File: src/rtl/wb_arbiter.sv
// wb_arbiter: two Wishbone masters (m0 fetch, m1 data) sharing one slave, with a slave-ack watchdog.
// Build option: define WB_ARB_RR_EN for round-robin tie breaking in IDLE (default: m1 always wins ties).
module wb_arbiter #(
    parameter int unsigned TIMEOUT = 15
) (
    input  logic        iClk,
    input  logic        iRst,

    input  logic        m0_cyc,
    input  logic        m0_stb,
    input  logic        m0_we,
    input  logic [31:0] m0_adr,
    input  logic [31:0] m0_dat_w,
    input  logic [3:0]  m0_sel,
    output logic        m0_ack,
    output logic        m0_err,
    output logic        m0_stall,
    output logic [31:0] m0_dat_r,

    input  logic        m1_cyc,
    input  logic        m1_stb,
    input  logic        m1_we,
    input  logic [31:0] m1_adr,
    input  logic [31:0] m1_dat_w,
    input  logic [3:0]  m1_sel,
    output logic        m1_ack,
    output logic        m1_err,
    output logic        m1_stall,
    output logic [31:0] m1_dat_r,

    output logic        s_cyc,
    output logic        s_stb,
    output logic        s_we,
    output logic [31:0] s_adr,
    output logic [31:0] s_dat_w,
    output logic [3:0]  s_sel,
    input  logic        s_ack,
    input  logic        s_err,
    input  logic        s_stall,
    input  logic [31:0] s_dat_r
);

    localparam int unsigned CntW = (TIMEOUT > 0) ? $clog2(TIMEOUT + 1) : 1;
    localparam logic [CntW-1:0] CntMax = CntW'(TIMEOUT);

    typedef enum logic [1:0] {
        IDLE = 2'd0,
        GNT0 = 2'd1,
        GNT1 = 2'd2
    } state_e;

    state_e          state_q, state_d;
    logic [CntW-1:0] cnt_q, cnt_d;
    logic            grant0, grant1, timeoutHit, tiePick1;

`ifdef WB_ARB_RR_EN
    logic last_q, last_d;

    assign tiePick1 = ~last_q;
`else
    assign tiePick1 = 1'b1;
`endif

    assign grant0     = (state_q == GNT0);
    assign grant1     = (state_q == GNT1);
    assign timeoutHit = (TIMEOUT > 0) && (grant0 || grant1) && (cnt_q == CntMax);

    // A falling cyc hands the bus straight to a waiting master; a watchdog expiry always drops to IDLE.
    always_comb begin
        state_d = state_q;
        case (state_q)
            IDLE: begin
                if (m1_cyc && (!m0_cyc || tiePick1)) state_d = GNT1;
                else if (m0_cyc)                     state_d = GNT0;
            end
            GNT0: begin
                if (timeoutHit)   state_d = IDLE;
                else if (!m0_cyc) state_d = m1_cyc ? GNT1 : IDLE;
            end
            GNT1: begin
                if (timeoutHit)   state_d = IDLE;
                else if (!m1_cyc) state_d = m0_cyc ? GNT0 : IDLE;
            end
            default: state_d = IDLE;
        endcase
    end

    // Any state change (including grant entry) restarts the watchdog from zero.
    always_comb begin
        cnt_d = '0;
        if (state_d == state_q && state_q != IDLE) begin
            if (s_ack || s_err)                  cnt_d = '0;
            else if (s_stb && cnt_q != CntMax)   cnt_d = cnt_q + 1'b1;
            else                                 cnt_d = cnt_q;
        end
    end

`ifdef WB_ARB_RR_EN
    always_comb begin
        last_d = last_q;
        if (state_d != state_q && state_d == GNT1) last_d = 1'b1;
        if (state_d != state_q && state_d == GNT0) last_d = 1'b0;
    end
`endif

    always_ff @(posedge iClk) begin
        if (iRst) begin
            state_q <= IDLE;
            cnt_q   <= '0;
`ifdef WB_ARB_RR_EN
            last_q  <= 1'b0;
`endif
        end else begin
            state_q <= state_d;
            cnt_q   <= cnt_d;
`ifdef WB_ARB_RR_EN
            last_q  <= last_d;
`endif
        end
    end

    assign m0_dat_r = s_dat_r;
    assign m1_dat_r = s_dat_r;

    // Request and response paths are pure muxes on the registered grant; the expiry cycle kills the slave strobe.
    always_comb begin
        s_cyc    = 1'b0;
        s_stb    = 1'b0;
        s_we     = 1'b0;
        s_adr    = '0;
        s_dat_w  = '0;
        s_sel    = '0;
        m0_ack   = 1'b0;
        m0_err   = 1'b0;
        m0_stall = 1'b1;
        m1_ack   = 1'b0;
        m1_err   = 1'b0;
        m1_stall = 1'b1;
        if (grant0) begin
            s_cyc    = m0_cyc & ~timeoutHit;
            s_stb    = m0_stb & ~timeoutHit;
            s_we     = m0_we;
            s_adr    = m0_adr;
            s_dat_w  = m0_dat_w;
            s_sel    = m0_sel;
            m0_ack   = s_ack & ~timeoutHit;
            m0_err   = s_err | timeoutHit;
            m0_stall = s_stall;
        end else if (grant1) begin
            s_cyc    = m1_cyc & ~timeoutHit;
            s_stb    = m1_stb & ~timeoutHit;
            s_we     = m1_we;
            s_adr    = m1_adr;
            s_dat_w  = m1_dat_w;
            s_sel    = m1_sel;
            m1_ack   = s_ack & ~timeoutHit;
            m1_err   = s_err | timeoutHit;
            m1_stall = s_stall;
        end
    end

endmodule
File: config.mk
export PLATFORM = sky130hd
export DESIGN_NAME = wb_arbiter
export DESIGN_NICKNAME = d
export VERILOG_FILES = /design/src/rtl/wb_arbiter.sv
export SDC_FILE = /design/constraint.sdc
export NUM_CORES = 1
export LEC_CHECK = 0
export CORE_AREA = 2 2 126 128
export DETAILED_ROUTE_END_ITERATION = 8
export DIE_AREA = 0 0 128 130
export SYNTH_ARGS = -nofsm -noshare
export SYNTH_HDL_FRONTEND = slang
export SYNTH_SLANG_ARGS = --single-unit
File: constraint.sdc
create_clock -name iClk -period 5.75 [get_ports iClk]
set_input_delay 1.725 -clock iClk [delete_from_list [all_inputs] [get_ports iClk]]
set_output_delay 1.725 -clock iClk [all_outputs]
set_load 0.05 [all_outputs]
# ---- Word-level counts from Yosys, hierarchy flattened
# Index checks and enable logic that the tools add are counted.
dict set report word_totals {
  output_inout_bits 141
  wordCells 54
  register_bits 6
  inputBits 179
}
dict set report op_classes {
  n_reduce_logical 8
  n_mux 30
  addsub 1
  eq_ne 5
  n_bitwise 8
}
# op count
set op_table {}
lappend op_table {{two-way mux 32 bit} 4}
lappend op_table {{two-way mux 1 bit} 16}
lappend op_table {{two-way mux 2 bit} 7}
lappend op_table {{two-way mux 4 bit} 2}
lappend op_table {{case mux 2 bit (3 select lines)} 1}
lappend op_table {{AND 1 bit} 5}
lappend op_table {{adder 4 x 1 -> 4 bit (second input constant)} 1}
lappend op_table {{equality test 4 bit (second input constant)} 1}
lappend op_table {{!= test 4 bit (second input constant)} 1}
lappend op_table {{logical AND 1 bit} 3}
lappend op_table {{OR reduction 3 bit} 1}
lappend op_table {{equality test 2 x 1 -> 1 bit (second input constant)} 1}
lappend op_table {{equality test 2 bit} 1}
lappend op_table {{equality test 2 bit (second input constant)} 1}
lappend op_table {{logical NOT 2 bit} 1}
lappend op_table {{logical OR 1 bit} 2}
lappend op_table {{NOT 1 bit} 2}
lappend op_table {{nonzero test 2 bit} 1}
lappend op_table {{OR 1 bit} 1}

# ---- Longest topological paths before layout
dict set report logic_depth {
  depth_word 9
  mapped_depth 7
  mapped_depth_nobuf 6
}

# ---- Worst setup path before layout
# Ideal clock, no wire load.
dict set report synth_timing {
  path_type {input to output}
  start {in m1_cyc}
  end {out s_cyc}
  n_path_buf 1
  slack_ns 1.290
  required_time_ns 4.025
  cell_stages 3
  t_arrival_ns 2.735
  cell_sequence {buf_2 nand2_1 a21oi_1}
}
dict set report synth_between {
  elab_chain_len 3
}
# element line
set synth_lines {}
lappend synth_lines {{from (decl)} 20} ;# input logic m1_cyc,
lappend synth_lines {{AND 1 bit} 150} ;# s_cyc = m1_cyc & ~timeoutHit;
lappend synth_lines {{two-way mux 1 bit} 149} ;# end else if (grant1) begin
lappend synth_lines {{two-way mux 1 bit} 139} ;# if (grant0) begin
lappend synth_lines {{to (decl)} 31} ;# output logic s_cyc,
# Every way passes these cells.

# ---- Worst setup path in the final report
dict set report layout_timing {
  start {in m0_cyc}
  end {out s_cyc}
}
dict set report layout_between {
  elab_chain_len 2
}
# element line
set layout_lines {}
lappend layout_lines {{from (decl)} 9} ;# input logic m0_cyc,
lappend layout_lines {{AND 1 bit} 140} ;# s_cyc = m0_cyc & ~timeoutHit;
lappend layout_lines {{two-way mux 1 bit} 139}
# Every way passes these cells.

==> results.md <==
- Outcome: complete, no violations
- FF-to-FF Start: state_q[0]
- Synth top area share: 33.8%
- Ys async rst share: 0%
- Drt total wl: 10200 um
- Average cell area after synthesis: 8.02 um2
- Post-synth top area cell: a22o_1
- I/O pin count: 320
- Max-Cap Viols: 0
- # hold bufs at CTS: 0
- Die Wd: 128 um
- HP Class: register to register
- WS Path Type: input port to output port
- Initial antenna violation count: 0
- Top cells by count, synth: 69 x a22o_1, 64 x buf_4, 11 x buf_2
- # DRC: 0
- Std cell rows: 46
- Vias in the first global route: 2153
- Routed WL per cell: 18.3 um
- Arrival time at the worst endpoint: 3.55 ns
- Starting Density: 11.6%
- Area delta synth->final: 112%
- Dpl hpwl: 8760 um
- Pins Over Slew Limit: 0
- Overall routing resource usage: 10.5%
- Remaining global-route overflow: 0
- CTS tree: done
- Clock Sink Count: 6
- Via density: 4.08
- R2R Setup Slk: 3.41 ns
- EDFF count, synth: 0
- Post_cts resized: 0
- ANT cells: 0
- Worst-skew pair later-pin latency: 0.23 ns
- Final hold vios: 0
- Total Die Area: 0.0166 mm2
- Top post-synthesis cells by area: a22o_1 34%, buf_4 27%, dfxtp_1 6.7%
- Core ar.: 0.0154 mm2
- Number of synthesized register bits: 6
- Final instance area: 0.00379 mm2
- Unique masters post-synth: 41
- H-tree depth: 1
- Routability congestion estimate: 0.722
- Synth Warn #: 0
- DR vias: 2290
- Req. time, crit path: 4.03 ns
- Syn Std Cell Area: 0.00179 mm2
- Worst Hold Depth: 2
- CP Launch Type: input port
- Layout Skew: 0.000328 ns
- IO Port Bufs: 223
- Pleak: 1.37 nW
- Peak supply drop: 106 uV
- Synth Flop Type: dfxtp_1
- Slew margin rel.: 41.6%
- Layout cell share with drive strength beyond 1: 4.88%
- Ratio of final minimum period to clock period: 91.7%
- FF-to-FF End: cnt_q[2]
- Cts bufs inserted: 3
- Post-Syn Nets: 407
- RSZ-0062 raised after global routing: false
- Pwr Total: 0.000641 W
- Seq/Total Area, Yosys: 6.72%
- Worst-path clk slew: 0.03 ns
- Most frequent cell after synthesis: a22o_1
- Layout Cells excl Fill: 561
- Drt pass-1 iters: 4
- Setup TNS: 0 ns
- Crit. End Element: output port
- Layout Nets: 555
- Hold Crit Start: cnt_q[0]
- # Post-CTS Setup Buffers: 0
- Detailed Route Iter0 Violations: 106
- Worst slew pin tran: 0.875 ns
- Crit-path max FO: 8
- Worst Hold Path EP: cnt_q[0]
- Chip height: 130 um
- Placed Cells incl. Taps: 558
- ANT nets after route: 0
- Root Driver: clkbuf_16
- R2R depth: 5
- Power per cell area: 169 mW/mm2
- Max Freq: 190 MHz
- First-pass GRT wire length: 13100 um
- Max clock buf depth: 2
- Largest net degree at the start of global routing: 43
- Final setup fails: 0
- Post-Syn Instances: 223
- Area post-placement: 0.00372 mm2
- Minimum clock period: 5.27 ns
where the power goes:
part | leakage (nW) | total [W] | switching [W] | internal, W
combinational | 1.29 | 0.000481 | 0.000274 | 0.000207
clock | 0.0370 | 0.000114 | 0.0000242 | 0.0000893
sequential | 0.0487 | 0.0000458 | 0.00000263 | 0.0000431
critical path, stage by stage:
cell,delay [ns]
clkdlybuf4s50_1,0.61
nand2_1,0.19
a21oi_1,0.20
clkdlybuf4s50_1,0.82
layout by cell type (no fill, tap or decap), types with 2 or more instances in the layout:
cell | synthesis | layout
inv_1 | 4 | 4
nand3_1 | 3 | 3
buf_4 | 64 | 4
ha_1 | 5 | 4
and3_1 | 3 | 3
nand2b_1 | 3 | 3
clkbuf_16 | 0 | 3
a22o_1 | 69 | 69
nand4_1 | 2 | 2
o221ai_2 | 2 | 2
dfxtp_1 | 6 | 6
o21ai_0 | 2 | 2
nor4_1 | 4 | 4
o21a_1 | 2 | 2
clkdlybuf4s50_1 | 0 | 222
nand2_1 | 5 | 5
mux2i_1 | 3 | 3
a21oi_1 | 6 | 6
registers in the layout, summed over array words and instances, names as in the netlist:
| name | cells |
|---|---|
| state_q | 2 |
| cnt_q | 4 |
metrics by stage:
step	utilization (%)	hold slack [ns]	setup WS (ns)
after global routing	24.6	0.621	0.402
after floorplan	-	0.521	1.29
after detailed placement	24.1	0.574	0.493
after CTS	24.6	0.585	0.495
final	24.6	0.586	0.479
after global placement	24.1	0.562	0.523
cell type report:
| type | count | area, um2 |
|---|---|---|
| well taps | 192 | 240 |
| repair buffers | 226 | 2250 |
| multi-input cells | 130 | 1090 |
| fillers | 1665 | 11600 |
| clock buffers | 3 | 75.1 |
| inverters | 4 | 15.0 |
| flip-flops and latches | 6 | 120 |
kinds of logic (layout without fill, tap and decap cells):
kind of cell,after synthesis,count (layout),synth area share (%)
xor gates and xnor gates,1,1,0.490
adders and majority gates,5,5,3.50
DFF,6,6,6.72
and+or+nand+nor,31,31,11.6
AOI/OAI and AO/OA,90,90,43.1
muxes,3,3,1.68
buffers and inverters,87,233,32.9
how the worst max path moves through the flow:
stage,startpoint,slack (ns),to,cells after the start
6_report,m0_cyc,0.48,s_cyc,4
5_1_grt,m0_cyc,0.40,s_cyc,4
4_1_cts,m0_cyc,0.49,s_cyc,4
3_5_place_dp,m0_cyc,0.49,s_cyc,4
3_3_place_gp,m0_cyc,0.52,s_cyc,4
2_1_floorplan,m1_cyc,1.29,s_cyc,3
per-layer routing:
layer  track usage (%)  vias to the layer above  wire [um]
met5                 0                        -          0
met4              1.42                        0         84
met3              4.26                       23       1060
met2              17.1                      127       4820
met1              13.3                     1055       4290
li1                  -                     1085          -
(Power assumes the default switching activity.)
